File: config.mk
export PLATFORM = sky130hd
export DESIGN_NAME = reg_interconnect_rr
export DESIGN_NICKNAME = d
export VERILOG_FILES = /design/src/rtl/reg_interconnect_rr.sv
export SDC_FILE = /design/constraint.sdc
export NUM_CORES = 1
export LEC_CHECK = 0
export BUFFER_PORTS_ARGS = -buffer_cell sky130_fd_sc_hd__buf_2
export CAP_MARGIN = 40
export CORE_ASPECT_RATIO = 1.1
export CORE_MARGIN = 1.5
export CORE_UTILIZATION = 50
export CTS_CLUSTER_DIAMETER = 40
export DETAILED_ROUTE_END_ITERATION = 8
export PLACE_DENSITY = 0.81
export SETUP_SLACK_MARGIN = 0.5
export SLEW_MARGIN = 20
export SYNTH_ARGS = -nofsm -noshare
export SYNTH_HDL_FRONTEND = slang
export SYNTH_SLANG_ARGS = --single-unit
File: constraint.sdc
create_clock -name clk -period 3.42 [get_ports clk]
set_clock_uncertainty 0.1 [all_clocks]
set_input_delay 0.342 -clock clk [delete_from_list [all_inputs] [get_ports clk]]
set_output_delay 0.342 -clock clk [all_outputs]
set_load 0.05 [all_outputs]
File: src/rtl/reg_interconnect_rr.sv
// reg_interconnect_rr: N-port register-bus interconnect.
// Arbitrates NUM_PORTS write masters onto one memory write bus and
// NUM_PORTS read masters onto one memory read bus. The two channels run
// independent IDLE/BUSY/RELEASE arbiters, so one read and one write can
// be in flight at once. Arbitration is round-robin (ARB_MODE=0) or fixed
// priority with the lowest index winning (ARB_MODE=1). A transfer left
// unanswered for TIMEOUT_CYCLES in BUSY completes with an error flag.
module reg_interconnect_rr #(
  parameter int NUM_PORTS      = 3,
  parameter int DATA_WIDTH     = 32,
  parameter int RAM_DEPTH      = 256,
  parameter int ADDR_WIDTH     = $clog2(RAM_DEPTH),
  parameter int ARB_MODE       = 0,
  parameter int TIMEOUT_CYCLES = 1024
) (
  input  logic                             clk,
  input  logic                             rstn,
  input  logic [NUM_PORTS-1:0]             w_s_valid,
  input  logic [NUM_PORTS*ADDR_WIDTH-1:0]  w_s_addr,
  input  logic [NUM_PORTS*DATA_WIDTH-1:0]  w_s_data,
  output logic [NUM_PORTS-1:0]             w_s_ready,
  output logic [NUM_PORTS-1:0]             w_s_err,
  input  logic [NUM_PORTS-1:0]             r_s_valid,
  input  logic [NUM_PORTS*ADDR_WIDTH-1:0]  r_s_addr,
  output logic [NUM_PORTS*DATA_WIDTH-1:0]  r_s_data,
  output logic [NUM_PORTS-1:0]             r_s_ready,
  output logic [NUM_PORTS-1:0]             r_s_err,
  output logic                             w_mem_valid,
  output logic [ADDR_WIDTH-1:0]            w_mem_addr,
  output logic [DATA_WIDTH-1:0]            w_mem_data,
  input  logic                             w_mem_ready,
  output logic                             r_mem_valid,
  output logic [ADDR_WIDTH-1:0]            r_mem_addr,
  input  logic [DATA_WIDTH-1:0]            r_mem_data,
  input  logic                             r_mem_ready
);

  localparam int IDX_W = (NUM_PORTS > 1) ? $clog2(NUM_PORTS) : 1;
  // The counter only has to reach TIMEOUT_CYCLES-1.
  localparam int CNT_W = (TIMEOUT_CYCLES > 1) ? $clog2(TIMEOUT_CYCLES) : 1;
  localparam bit TO_EN = (TIMEOUT_CYCLES != 0);
  localparam logic [CNT_W-1:0] TO_LAST = TO_EN ? CNT_W'(TIMEOUT_CYCLES - 1) : '0;
  // Pointer starts at the last port so the first round-robin scan begins at port 0.
  localparam logic [IDX_W-1:0] PTR_RST = IDX_W'(NUM_PORTS - 1);

  typedef enum logic [1:0] {IDLE, BUSY, RELEASE} state_e;

  // Winner among requesters: scan upward from ptr+1 with wrap (round-robin)
  // or from index 0 (fixed priority).
  function automatic logic [IDX_W-1:0] arb_pick(input logic [NUM_PORTS-1:0] req,
                                                input logic [IDX_W-1:0]     ptr);
    logic             found;
    logic [IDX_W-1:0] win;
    int               idx;
    found = 1'b0;
    win   = '0;
    for (int k = 1; k <= NUM_PORTS; k++) begin
      if (ARB_MODE == 1) idx = k - 1;
      else               idx = (int'(ptr) + k) % NUM_PORTS;
      if (!found && req[idx]) begin
        found = 1'b1;
        win   = IDX_W'(idx);
      end
    end
    return win;
  endfunction

  // ---------------------------------------------------------------- write channel
  state_e                 w_state, w_state_d;
  logic [IDX_W-1:0]       w_grant, w_grant_d, w_ptr, w_ptr_d, w_pick;
  logic [CNT_W-1:0]       w_cnt, w_cnt_d;
  logic                   w_mem_valid_d, w_timeout;
  logic [ADDR_WIDTH-1:0]  w_mem_addr_d;
  logic [DATA_WIDTH-1:0]  w_mem_data_d;
  logic [NUM_PORTS-1:0]   w_s_ready_d, w_s_err_d, w_onehot;

  assign w_pick    = arb_pick(w_s_valid, w_ptr);
  assign w_onehot  = NUM_PORTS'(1) << w_grant;
  assign w_timeout = TO_EN && (w_cnt == TO_LAST);

  // Write arbiter: next state and next values of every registered output.
  always_comb begin
    // NOTE: every variable gets its hold value first, so no branch can leave
    // one unassigned and infer a latch; combinational logic uses blocking '='.
    w_state_d     = w_state;
    w_grant_d     = w_grant;
    w_ptr_d       = w_ptr;
    w_cnt_d       = w_cnt;
    w_mem_valid_d = w_mem_valid;
    w_mem_addr_d  = w_mem_addr;
    w_mem_data_d  = w_mem_data;
    w_s_ready_d   = w_s_ready;
    w_s_err_d     = w_s_err;
    case (w_state)
      IDLE: begin
        if ((|w_s_valid) && !w_mem_ready) begin
          w_grant_d     = w_pick;
          w_mem_addr_d  = w_s_addr[int'(w_pick)*ADDR_WIDTH +: ADDR_WIDTH];
          w_mem_data_d  = w_s_data[int'(w_pick)*DATA_WIDTH +: DATA_WIDTH];
          w_mem_valid_d = 1'b1;
          w_cnt_d       = '0;
          w_state_d     = BUSY;
        end
      end
      BUSY: begin
        // A memory answer wins over a timeout landing in the same cycle.
        if (w_mem_ready || w_timeout) begin
          w_mem_valid_d = 1'b0;
          w_s_ready_d   = w_onehot;
          w_s_err_d     = w_mem_ready ? '0 : w_onehot;
          w_ptr_d       = w_grant;
          w_state_d     = RELEASE;
        end else begin
          w_cnt_d = w_cnt + 1'b1;
        end
      end
      RELEASE: begin
        if (!w_s_valid[w_grant]) begin
          w_s_ready_d = '0;
          w_s_err_d   = '0;
          w_state_d   = IDLE;
        end
      end
      default: w_state_d = IDLE;
    endcase
  end

  // Write arbiter registers.
  always_ff @(posedge clk or negedge rstn) begin
    // NOTE: state registers use non-blocking '<=' so every flop samples
    // pre-edge values regardless of statement order.
    if (!rstn) begin
      w_state     <= IDLE;
      w_grant     <= '0;
      w_ptr       <= PTR_RST;
      w_cnt       <= '0;
      w_mem_valid <= 1'b0;
      w_mem_addr  <= '0;
      w_mem_data  <= '0;
      w_s_ready   <= '0;
      w_s_err     <= '0;
    end else begin
      w_state     <= w_state_d;
      w_grant     <= w_grant_d;
      w_ptr       <= w_ptr_d;
      w_cnt       <= w_cnt_d;
      w_mem_valid <= w_mem_valid_d;
      w_mem_addr  <= w_mem_addr_d;
      w_mem_data  <= w_mem_data_d;
      w_s_ready   <= w_s_ready_d;
      w_s_err     <= w_s_err_d;
    end
  end

  // ----------------------------------------------------------------- read channel
  state_e                          r_state, r_state_d;
  logic [IDX_W-1:0]                r_grant, r_grant_d, r_ptr, r_ptr_d, r_pick;
  logic [CNT_W-1:0]                r_cnt, r_cnt_d;
  logic                            r_mem_valid_d, r_timeout;
  logic [ADDR_WIDTH-1:0]           r_mem_addr_d;
  logic [NUM_PORTS*DATA_WIDTH-1:0] r_s_data_d;
  logic [NUM_PORTS-1:0]            r_s_ready_d, r_s_err_d, r_onehot;

  assign r_pick    = arb_pick(r_s_valid, r_ptr);
  assign r_onehot  = NUM_PORTS'(1) << r_grant;
  assign r_timeout = TO_EN && (r_cnt == TO_LAST);

  // Read arbiter: same FSM as the write side, plus per-port data capture.
  always_comb begin
    r_state_d     = r_state;
    r_grant_d     = r_grant;
    r_ptr_d       = r_ptr;
    r_cnt_d       = r_cnt;
    r_mem_valid_d = r_mem_valid;
    r_mem_addr_d  = r_mem_addr;
    r_s_data_d    = r_s_data;
    r_s_ready_d   = r_s_ready;
    r_s_err_d     = r_s_err;
    case (r_state)
      IDLE: begin
        if ((|r_s_valid) && !r_mem_ready) begin
          r_grant_d     = r_pick;
          r_mem_addr_d  = r_s_addr[int'(r_pick)*ADDR_WIDTH +: ADDR_WIDTH];
          r_mem_valid_d = 1'b1;
          r_cnt_d       = '0;
          r_state_d     = BUSY;
        end
      end
      BUSY: begin
        if (r_mem_ready || r_timeout) begin
          r_mem_valid_d = 1'b0;
          r_s_ready_d   = r_onehot;
          r_s_err_d     = r_mem_ready ? '0 : r_onehot;
          // A timed-out read returns zero rather than stale bus data.
          r_s_data_d[int'(r_grant)*DATA_WIDTH +: DATA_WIDTH] = r_mem_ready ? r_mem_data : '0;
          r_ptr_d       = r_grant;
          r_state_d     = RELEASE;
        end else begin
          r_cnt_d = r_cnt + 1'b1;
        end
      end
      RELEASE: begin
        if (!r_s_valid[r_grant]) begin
          r_s_ready_d = '0;
          r_s_err_d   = '0;
          r_state_d   = IDLE;
        end
      end
      default: r_state_d = IDLE;
    endcase
  end

  // Read arbiter registers, including the per-port read-data holding store.
  always_ff @(posedge clk or negedge rstn) begin
    if (!rstn) begin
      r_state     <= IDLE;
      r_grant     <= '0;
      r_ptr       <= PTR_RST;
      r_cnt       <= '0;
      r_mem_valid <= 1'b0;
      r_mem_addr  <= '0;
      // NOTE: the read-data store drives r_s_data directly, so it is reset
      // like any other output instead of being left as unreset storage.
      r_s_data    <= '0;
      r_s_ready   <= '0;
      r_s_err     <= '0;
    end else begin
      r_state     <= r_state_d;
      r_grant     <= r_grant_d;
      r_ptr       <= r_ptr_d;
      r_cnt       <= r_cnt_d;
      r_mem_valid <= r_mem_valid_d;
      r_mem_addr  <= r_mem_addr_d;
      r_s_data    <= r_s_data_d;
      r_s_ready   <= r_s_ready_d;
      r_s_err     <= r_s_err_d;
    end
  end

endmodule

### After elaboration in Yosys (flattened, before gate mapping)

Cells that the tools add are included.
W data, S select, Z words.

* word-level logic and storage cells: 162
* flip-flop bits (word level): 190
* bits of input ports: 186
* output and inout bits: 158

* muxes and demuxes: 66
* shifts and indexed selects: 7
* eq/ne operators: 14
* $add $sub $neg: 9
* reduce and logical (&&, ||, !) cells: 34
* div/mod/pow operators: 6
* magnitude comparators: 8

Operator list (number)
* $lt A32 B4 Y1 const B: 6
* $mod A32 B3 Y32 const B: 6
* $bwmux W96: 1
* $shift A32 B33 Y96 const A: 1
* $shiftx A32 B33 Y96: 1
* $shiftx A96 B8 Y32: 1
* $shiftx A24 B6 Y8: 2
* $mux W10: 4
* $pmux W10 S2: 2
* $neg A7 Y33: 1
* $mux W32: 1
* $mux W2: 12
* $mux W3: 8
* $pmux W3 S2: 4
* $reduce_and A3 Y1: 8
* $mux W1: 22
* $add A10 B1 Y10 const B: 2
* $eq A10 B10 Y1 const B: 2
* $bmux W1 S2: 8
* $ne A2 B2 Y1 const B: 8
* $add A2 B2 Y3 const B: 4
* $pmux W2 S3: 2
* $reduce_and A2 Y1: 4
* $reduce_bool A2 Y1: 4
* other kinds (11): 30

### Depth between registers and ports, before layout

Gate-level depths: netlist of the first run.

* depth after elaboration: 13
* mapped depth: 11
* mapped depth without buffers: 8

### Least setup slack after synthesis of the first run

No wires, ideal clock.

* kind: flip-flop to flip-flop
* start: reg w_ptr[1]
* end: reg w_mem_addr[0]
* required time: 3.194 ns
* slack: 0.947 ns
* cell stages (with the launch flop): 11
* arrival time: 2.247 ns
* setup time: 0.126 ns
* path buffers: 2
* clock period less this slack: 2.473 ns
* cells stage by stage: dfstp_2 -> inv_1 -> ha_1 -> buf_4 -> mux2i_1 -> o22ai_1 -> and3_1 -> a31oi_4 -> buf_4 -> a32o_1 -> a221o_1

* cells in the longest elaborated chain, start to end: 13
* elaborated cells between the ends (all ways): 25
* classes of those cells: 3 x add/sub; 3 x div; 1 x shift; 14 x mux; 4 x reduce/logical

Ends and longest elaborated chain
* start: declaration: line 70 `logic [IDX_W-1:0] w_grant, w_grant_d, w_ptr, w_ptr_d, w_pick;`
* start signal: assignment: line 145 `w_ptr <= w_ptr_d;`
* $add A2 B1 Y3: line 59 `else idx = (int'(ptr) + k) % NUM_PORTS;`
* $mod A32 B3 Y32: line 59
* $bmux W1 S2: line 60 `if (!found && req[idx]) begin`
* $mux W1 (implied by the code) (2 in a row): line 60
* $mux W1: line 60
* $logic_not A1 Y1: line 60
* $logic_and A1 B1 Y1: line 60
* $mux W1: line 60
* $logic_not A1 Y1: line 60
* $logic_and A1 B1 Y1: line 60
* $mux W2 (*): line 60
* $shiftx A24 B6 Y8 (*): line 98 `w_mem_addr_d = w_s_addr[int'(w_pick)*ADDR_WIDTH +: ADDR_WIDTH];`
* end signal: assignment: line 148 `w_mem_addr <= w_mem_addr_d;`
* end: declaration: line 29 `output logic [ADDR_WIDTH-1:0] w_mem_addr,`

Mark *: on every way between the ends. The rest lies on a longest branch, timed or not. The select of a mux whose other input is x is not followed.
A chain may end at the register's enable or synchronous reset.

### Worst setup path in the final report of the first run

* start: reg w_ptr[1]
* end: reg w_mem_data[25]

* cells in the longest elaborated chain, start to end: 13
* elaborated cells between the ends (all ways): 25
* classes of those cells: 3 x add/sub; 3 x div; 1 x shift; 14 x mux; 4 x reduce/logical

Ends and longest elaborated chain
* $add A2 B1 Y3: line 59
* $mod A32 B3 Y32: line 59
* $bmux W1 S2: line 60
* $mux W1 (implied by the code) (2 in a row): line 60
* $mux W1: line 60
* $logic_not A1 Y1: line 60
* $logic_and A1 B1 Y1: line 60
* $mux W1: line 60
* $logic_not A1 Y1: line 60
* $logic_and A1 B1 Y1: line 60
* $mux W2 (*): line 60
* $shiftx A96 B8 Y32 (*): line 99 `w_mem_data_d = w_s_data[int'(w_pick)*DATA_WIDTH +: DATA_WIDTH];`
* end signal: assignment: line 149 `w_mem_data <= w_mem_data_d;`
* end: declaration: line 30 `output logic [DATA_WIDTH-1:0] w_mem_data,`

Marked as above.

==> results of run 1 <==
## stage by stage
step	worst slack, ns	cell area [um^2]	hold slack [ns]	total power, mW	util (%)
2_1_floorplan	0.947	9390	-0.0536	7.88	-
3_3_place_gp	0.233	11300	0.364	9.20	61.4
3_5_place_dp	0.316	11300	0.378	9.35	61.4
4_1_cts	0.490	11900	0.0139	11.4	64.7
5_1_grt	0.510	12000	0.0221	12.1	65.4
6_report	0.623	12000	0.0335	11.6	65.4
## cells in the final DEF, fill, tap and decap left out, drive strengths merged, types with 16 or more instances in the layout
cell type and count:
dfrtp 188, ha 16, inv 25, buf 364, o21ai 39, o211ai 18, nor2 118, clkbuf 20
nand3 27, nand2 77, mux2 100, mux2i 47
## where the power goes
part	total, mW	switching (mW)	internal, mW
clock network	1.95	0.956	0.993
registers	3.31	0.409	2.90
logic	6.30	4.31	1.99
## routing by layer
metal | up-vias | global-route usage (%) | routed length [um]
met5 | - | 0 | 0
met4 | 0 | 11.0 | 649
met3 | 44 | 6.31 | 1960
met2 | 305 | 48.1 | 14000
met1 | 3970 | 33.4 | 10700
li1 | 3747 | - | -
## registers in the layout, indices dropped and copies added, names as in the netlist, 2 cells and up
| name | flops |
|---|---|
| r_s_data | 96 |
| w_mem_data | 32 |
| r_cnt | 10 |
| w_cnt | 10 |
| r_mem_addr | 8 |
| w_mem_addr | 8 |
| r_s_err | 3 |
| r_s_ready | 3 |
| w_s_err | 3 |
| w_s_ready | 3 |
| r_grant | 2 |
| r_ptr | 2 |
| r_state | 2 |
| w_grant | 2 |
| w_ptr | 2 |
| w_state | 2 |
## repair_timing
action,4_1_cts,5_1_grt
setup buffers,0,2
resized for setup,4,8
endpoints found under the setup margin,40,40
gates cloned,0,1
hold buffers,1,0
endpoints found under the hold margin,98,0
## worst max-delay path by stage
stage               slack [ns]                          to  cells past startpoint
CTS                       0.49  w_mem_data[25]$_DFFE_PN0P_                      8
finish                    0.62  w_mem_data[25]$_DFFE_PN0P_                     10
global route              0.51    r_s_data[24]$_DFFE_PN0P_                      7
detailed placement        0.32  w_mem_data[25]$_DFFE_PN0P_                      9
global placement          0.23  w_mem_data[30]$_DFFE_PN0P_                      8
floorplan                 0.95   w_mem_addr[0]$_DFFE_PN0P_                     10
## critical path, stage by stage (launching register included)
cell	delay (ns)
sky130_fd_sc_hd__dfstp_2	0.57
sky130_fd_sc_hd__inv_1	0.06
sky130_fd_sc_hd__ha_1	0.28
sky130_fd_sc_hd__mux2i_1	0.17
sky130_fd_sc_hd__o22ai_2	0.22
sky130_fd_sc_hd__mux2i_2	0.32
sky130_fd_sc_hd__a21oi_4	0.11
sky130_fd_sc_hd__buf_12	0.18
sky130_fd_sc_hd__nor3b_2	0.15
sky130_fd_sc_hd__buf_4	0.20
sky130_fd_sc_hd__a221o_1	0.31
## final cells by class
| class | count | area (um^2) |
|---|---|---|
| Fill cell | 1451 | 6370 |
| Antenna cell | 9 | 22.5 |
| Timing Repair Buffer | 367 | 2020 |
| Clock inverter | 14 | 140 |
| Multi-Input combinational cell | 600 | 4290 |
| Tap cell | 243 | 304 |
| Clock buffer | 18 | 439 |
| Inverter | 16 | 60.1 |
| Sequential cell | 190 | 4760 |
## logic make-up after synthesis
group | after synthesis | synth area share [%]
simple gates | 283 | 13.6
flops | 190 | 50.7
mux | 147 | 17.2
compound gates | 141 | 11.2
buf+inv | 75 | 4.04
fa+ha+maj | 16 | 2.13
xor+xnor | 13 | 1.21
==> results.env, run 1 <==
DIEWIDTH_UM=134
FIN_CELLS=1457
DP.FINAL_HPWL_MM=19.7
AREA.GROWTH.SYNTH_TO_FINAL_PCT=28.3
SYNTH.AVG_CELL_AREA_UM2=10.9
MAPPEDNETLISTNETS=1067
GRT_USAGE_PCT=27.7
GRT_SETUP_UNREPAIRED='no'
POSTSYNTH.ASYNCRESETSHARE_PCT=100
REG2REG_FROM='w_ptr[1]$_DFFE_PN1P_'
CTS_MADE_BUFFERS=17
REGTOREGSETUPSLACK_NS=0.62
HTREEDEPTH=4
POST-SYNTH-TOP-COUNT-CELL='sky130_fd_sc_hd__dfrtp_1'
P_LEAK_nW=6.25
CTS.SINK_COUNT=190
TIMING.SETUP.TNS_NS=0
REPORT.FINAL.SLEW_VIOL_COUNT=0
CATEGORY_OF_THE_WORST_SETUP_PATH_LAUNCH_POINT='flop'
FINAL_NETS=1394
SLEW_HEADROOM_PCT=45.5
MIN_DELAY_PATH_DEPTH=2
TOP_PORTS=344
DETAIL_ROUTE.DRC_VIOLATIONS=0
HOLDCRITSTARTPOINT='w_s_addr[2]'
SYNTH_ENABLE_FLOP_CELLS=0
PATH_CLK_SLEW_NS=0.08
GLOBAL_ROUTE.OVERFLOW_TOTAL=0
FINALSETUPVIOLATIONS=0
VIA_COUNT_OF_THE_FIRST_GLOBAL_ROUTING_PASS=8123
FINALWIRELENGTH_MM=27.4
IRDROPWORSTVDD_mV=0.771
WORST_SKEW_PAIR.LATE_LATENCY_NS=0.43
DIE-AREA_MM2=0.0196
DIE_H_UM=147
GLOBALPLACE.CONGESTION=0.939
YS_DOMINANT_REG_CELL='sky130_fd_sc_hd__dfrtp_1'
CRITICAL_PATH_PEAK_FANOUT=15
R2R-END='w_mem_data[25]$_DFFE_PN0P_'
CELLPOWERDENSITY_mW_PER_MM2=960
MAX_FREQ_MHz=357
CLK_ROOT_BUFFER_CELL='sky130_fd_sc_hd__clkbuf_16'
FIRSTDRTPASSITERS=5
WORST-SLEW-PIN-TRANSITION_NS=0.811
RR_WORST_DEPTH=10
NUMPORTBUFFERS=343
POST_DR_VIAS_CELL=5.54
WORST_HOLD_PATH.ENDPOINT='w_mem_addr[2]$_DFFE_PN0P_'
CTS_TREE='yes'
SYNTH.DISTINCT_CELLS=61
YOSYS-TOP-CELLS-AREA='sky130_fd_sc_hd__dfrtp_1 (50%), sky130_fd_sc_hd__mux2_2 (11%), sky130_fd_sc_hd__mux2i_1 (4.9%), sky130_fd_sc_hd__nor2_1 (4.7%), sky130_fd_sc_hd__nand2_1 (3.1%)'
WORSTPATHARRIVAL_NS=3.01
FIN_CRIT_SH_PCT=81.8
SYNTH-SEQ-CELLS=190
SYNTH_LARGEST_TYPE_AREA_FRACTION_PCT=50.1
YOSYSWARNINGS=0
HOLDCRITPATHCLASS='in2reg'
FINAL-HOLD-VIOLATION-COUNT=0
START_UTIL_PCT=51.0
RUN_STATUS='finished, final reports clean'
MAXIMUM_NUMBER_OF_PINS_ON_ONE_NET_BEFORE_GLOBAL_ROUTE_REPAIR=104
PLACEMENTROWS=52
DETAILROUTE.VIA_COUNT=8066
SYNTH.CELL_AREA_MM2=0.00939
CRITICALPATHCATEGORY='reg2reg'
GRT_FIRST_PASS_WIRELENGTH_MM=42.5
POST_SYNTH_INST_COUNT=865
CLOCKBUFFERDEPTH=2
WORST_SETUP_PATH_END_KIND='flop'
SYNTHDOMINANTAREACELLTYPE='sky130_fd_sc_hd__dfrtp_1'
SYNTH_SEQUENTIAL_AREA_RATIO_PCT=50.7
INITIAL_ANTENNA_VIOLATION_COUNT=8
DRIVE_GT1_SHARE_PCT=42.6
POST_DRT_WL_PER_CELL_UM=18.8
SETUP.WORST_PATH.START='w_ptr[1]$_DFFE_PN1P_'
MAX_CAP_VIOLATIONS=0
TIMING.FINAL.CRIT_PERIOD_NS=2.80
PLACEDCELLCOUNT=1411
WORSTPATHREQUIRED_NS=3.63
SYNTH_COMMON_CELLS='sky130_fd_sc_hd__dfrtp_1 (188), sky130_fd_sc_hd__nor2_1 (118), sky130_fd_sc_hd__mux2_2 (95)'
FP.COREAREA_MM2=0.0184
INITIALDRTVIOLATIONCOUNT=395
FINAL_ANTENNA_NET_COUNT=0
Power figures use the tool's default switching activity.
==> run 2, diff against run 1 <==
--- a/config.mk
+++ b/config.mk
@@ -9,10 +9,10 @@
 export CAP_MARGIN = 40
 export CORE_ASPECT_RATIO = 1.1
 export CORE_MARGIN = 1.5
-export CORE_UTILIZATION = 50
+export CORE_UTILIZATION = 45
 export CTS_CLUSTER_DIAMETER = 40
 export DETAILED_ROUTE_END_ITERATION = 8
-export PLACE_DENSITY = 0.81
+export PLACE_DENSITY = 0.77
 export SETUP_SLACK_MARGIN = 0.5
 export SLEW_MARGIN = 20
 export SYNTH_ARGS = -nofsm -noshare
==> constraint.sdc (replaced) <==
create_clock -name clk -period 2.31 [get_ports clk]
set_clock_uncertainty 0.1 [all_clocks]
set_input_delay 0.231 -clock clk [delete_from_list [all_inputs] [get_ports clk]]
set_output_delay 0.231 -clock clk [all_outputs]
set_load 0.05 [all_outputs]
==> run 2 against run 1 <==
Compared with the run above:
- the run now ends with negative setup slack left
- register-to-register slack worse by 1.4 ns
- via count is 23% higher
- cell count is 14% higher
- flip-flop and latch count stayed put
- power is 84% higher
- sequential power is 52% higher
- critical path depth stayed put
- non-clock buffer count is 202 higher
- routed wire length is 45% higher
- worst hold slack worse by 0.018 ns
==> results.env, run 2 (synthesized netlist as in run 1, its figures left out) <==
TOP_PORTS=344  # unchanged
LEAST_SETUP_SLACK_ACROSS_ALL_PATHS_AFTER_LAYOUT_NS=-0.771  # was 0.623 ns
VIA_COUNT_OF_THE_FIRST_GLOBAL_ROUTING_PASS=10231  # was 8123
MAX_FREQ_MHz=325  # was 357 MHz
FIN_CRIT_SH_PCT=133  # was 81.8%
WORST_SKEW_PAIR.LATE_LATENCY_NS=0.44  # was 0.43 ns
DETAILROUTE.VIA_COUNT=9957  # was 8066
WORSTPATHREQUIRED_NS=2.49  # was 3.63 ns
LAYOUT.CELLS.MOST_COMMON='sky130_fd_sc_hd__buf_2'  # unchanged
WORSTPATHARRIVAL_NS=3.26  # was 3.01 ns
FINAL-HOLD-VIOLATION-COUNT=0  # unchanged
GRT_FIRST_PASS_WIRELENGTH_MM=55.8  # was 42.5 mm
CLOCKBUFFERDEPTH=2  # unchanged
CLK_ROOT_BUFFER_CELL='sky130_fd_sc_hd__clkbuf_16'  # unchanged
FINAL_NETS=1598  # was 1394
DETAIL_ROUTE.DRC_VIOLATIONS=0  # unchanged
DIE-AREA_MM2=0.0217  # was 0.0196 mm^2
PLACE_WS_NS=-0.490  # was 0.316 ns
MAX_FLOP_REGISTER='r_s_data'  # unchanged
WORST-SLEW-PIN-TRANSITION_NS=0.583  # was 0.811 ns
FINAL_ANTENNA_NET_COUNT=0  # unchanged
MAXIMUM_NUMBER_OF_PINS_ON_ONE_NET_BEFORE_GLOBAL_ROUTE_REPAIR=61  # was 104
GLOBALPLACE.CONGESTION=0.859  # was 0.939
IRDROPWORSTVDD_mV=0.765  # was 0.771 mV
FINALPOWER_mW=21.2  # was 11.6 mW
FINALSETUPVIOLATIONS=42  # was 0
FP.COREAREA_MM2=0.0205  # was 0.0184 mm^2
FINAL_WORST_HOLD_SLACK_NS=0.0157  # was 0.0335 ns
MAX_STAGE_DELAY_NS=0.55  # was 0.57 ns
MULTI_INPUT_AREA_MM2=0.00533  # was 0.00429 mm^2
DRIVE_GT1_SHARE_PCT=51.1  # was 42.6%
VIOLATIONS='negative setup slack'
HOLDCRITPATHCLASS='in2reg'  # unchanged
DP.FINAL_HPWL_MM=20.0  # was 19.7 mm
P_LEAK_nW=7.66  # was 6.25 nW
CRITICAL_PATH_PEAK_FANOUT=8  # was 15
NUMPORTBUFFERS=343  # unchanged
GRT_SETUP_UNREPAIRED='yes'  # was no
FIRSTDRTPASSITERS=5  # unchanged
START_UTIL_PCT=45.8  # was 51.0%
MOST-COMMON-LAYOUT-CELLS='sky130_fd_sc_hd__buf_2 (342), sky130_fd_sc_hd__dfrtp_1 (185), sky130_fd_sc_hd__nor2_1 (117)'  # was sky130_fd_sc_hd__buf_2 (342), sky130_fd_sc_hd__dfrtp_1 (188), sky130_fd_sc_hd__nor2_1 (118)
CTS.SINK_COUNT=190  # unchanged
INITIALDRTVIOLATIONCOUNT=884  # was 395
HTREEDEPTH=4  # unchanged
GLOBAL_ROUTE.OVERFLOW_TOTAL=0  # unchanged
WORST_SETUP_PATH_END_KIND='flop'  # unchanged
PATH_CLK_SLEW_NS=0.09  # was 0.08 ns
CRITICALPATHCATEGORY='reg2reg'  # unchanged
FINALWIRELENGTH_MM=39.7  # was 27.4 mm
REPORT.FINAL.SLEW_VIOL_COUNT=0  # unchanged
DIEWIDTH_UM=141  # was 134 um
MAX_CAP_VIOLATIONS=0  # unchanged
CELLPOWERDENSITY_mW_PER_MM2=1370  # was 960 mW/mm^2
CATEGORY_OF_THE_WORST_SETUP_PATH_LAUNCH_POINT='flop'  # unchanged
AREA.GROWTH.SYNTH_TO_FINAL_PCT=64.5  # was 28.3%
CTS_TREE='yes'  # unchanged
WORSTPATHCELLLIST='inv_2 -> ha_4 -> mux2i_1 -> o22ai_2 -> mux2i_2 -> a21oi_4 -> buf_8 -> buf_12 -> mux2i_4 -> o211ai_1'  # was inv_1 -> ha_1 -> mux2i_1 -> o22ai_2 -> mux2i_2 -> a21oi_4 -> buf_12 -> nor3b_2 -> buf_4 -> a221o_1
FF_LATCH_AREA_MM2=0.00476  # about the same
CTS_MADE_BUFFERS=17  # unchanged
N_FILL_CELL=1243  # was 1451
RUN_STATUS='finished with violations'  # was finished, final reports clean
TIMING.SETUP.TNS_NS=-16.24  # was 0 ns
LARGEST_REGISTER_FF_COUNT=96  # unchanged
GRT_USAGE_PCT=33.2  # was 27.7%
POST_DRT_WL_PER_CELL_UM=23.8  # was 18.8 um
TIMING.FINAL.CRIT_PERIOD_NS=3.08  # was 2.80 ns
DIE_H_UM=154  # was 147 um
POST_DR_VIAS_CELL=5.98  # was 5.54
INITIAL_ANTENNA_VIOLATION_COUNT=0  # was 8
BIGGESTREGSBYFLOPS='r_s_data x96, w_mem_data x32'  # unchanged
PLACEMENTROWS=55  # was 52
WORST_PATH_MAX_DELAY_CELL='sky130_fd_sc_hd__dfstp_2'  # unchanged
SLEW_HEADROOM_PCT=60.8  # was 45.5%
## run 2: changes by cell type in the layout (fill, tap and decap cells not counted), sizes merged
cell / change
clkbuf: -1
nand3: +1
bufbuf: +3
a31oi: +1
buf: +106
diode: -8
clkinvlp: +1
dlygate4sd3: +93
inv: -2
clkinv: +1
## run 2: stage by stage
step / area [um^2] / std cells / utilization, %
after floorplan: 9980 / 865 / -
after global placement: 12200 / 1462 / 59.3
after detailed placement: 12200 / 1462 / 59.3
after CTS: 14800 / 1642 / 72.2
after global routing: 15400 / 1664 / 75.3
final: 15400 / 1665 / 75.3
## run 2: worst paths after layout
path / startpoint / end / slack (ns) / depth (start not counted)
max in group asynchronous: rstn / r_grant[0]$_DFFE_PN0P_ / 1.14 / 3
worst max register to register: w_ptr[1]$_DFFE_PN1P_ / w_mem_data[18]$_DFFE_PN0P_ / -0.77 / 10
worst max-delay path: w_ptr[1]$_DFFE_PN1P_ / w_mem_data[18]$_DFFE_PN0P_ / -0.77 / 10
worst min register to register: w_mem_data[11]$_DFFE_PN0P_ / w_mem_data[11]$_DFFE_PN0P_ / 0.40 / 2
min in group asynchronous: rstn / r_s_data[8]$_DFFE_PN0P_ / 0.24 / 2
worst min-delay path: r_s_addr[13] / r_mem_addr[5]$_DFFE_PN0P_ / 0.02 / 3
## run 2: power by group
group	leakage, nW	switching [mW]	total, mW	internal [mW]
registers	2.53	0.732	5.03	4.30
clock network	0.269	1.46	2.88	1.42
logic	4.86	7.96	13.3	5.35
## run 2: layer usage
metal	vias up	GRT usage (%)	wire length (um)
met5	-	0	0
met4	0	18.2	2520
met3	231	8.89	3360
met2	689	57.0	19600
met1	4878	37.6	14100
li1	4159	-	-
## run 2: area by class of cell
class,count,share of cell area [%]
Clock inverter,14,0.826
Sequential cell,190,30.8
Multi-Input combinational cell,602,34.5
Inverter,16,0.389
Clock buffer,17,2.75
Tap cell,256,2.07
Timing Repair Buffer,569,28.6
Antenna cell,1,0.0162
## run 2: critical path, delay by kind of cell (launching register included)
kind,cells,cell delay (ns)
AO/OA/AOI/OAI,3,0.90
adder cells (fa/ha/maj),1,0.16
buffers and inverters,3,0.39
flip-flops,1,0.55
multiplexers,3,0.83
## run 2: timing repair
action                                 4_1_cts  5_1_grt
hold buffers                                94        0
buffers inserted                            38       20
endpoints found under the hold margin       99        0
gates cloned                                17        2
setup endpoints to repair                  178      183
pin swaps                                   43       42
gates resized for setup                     96       93
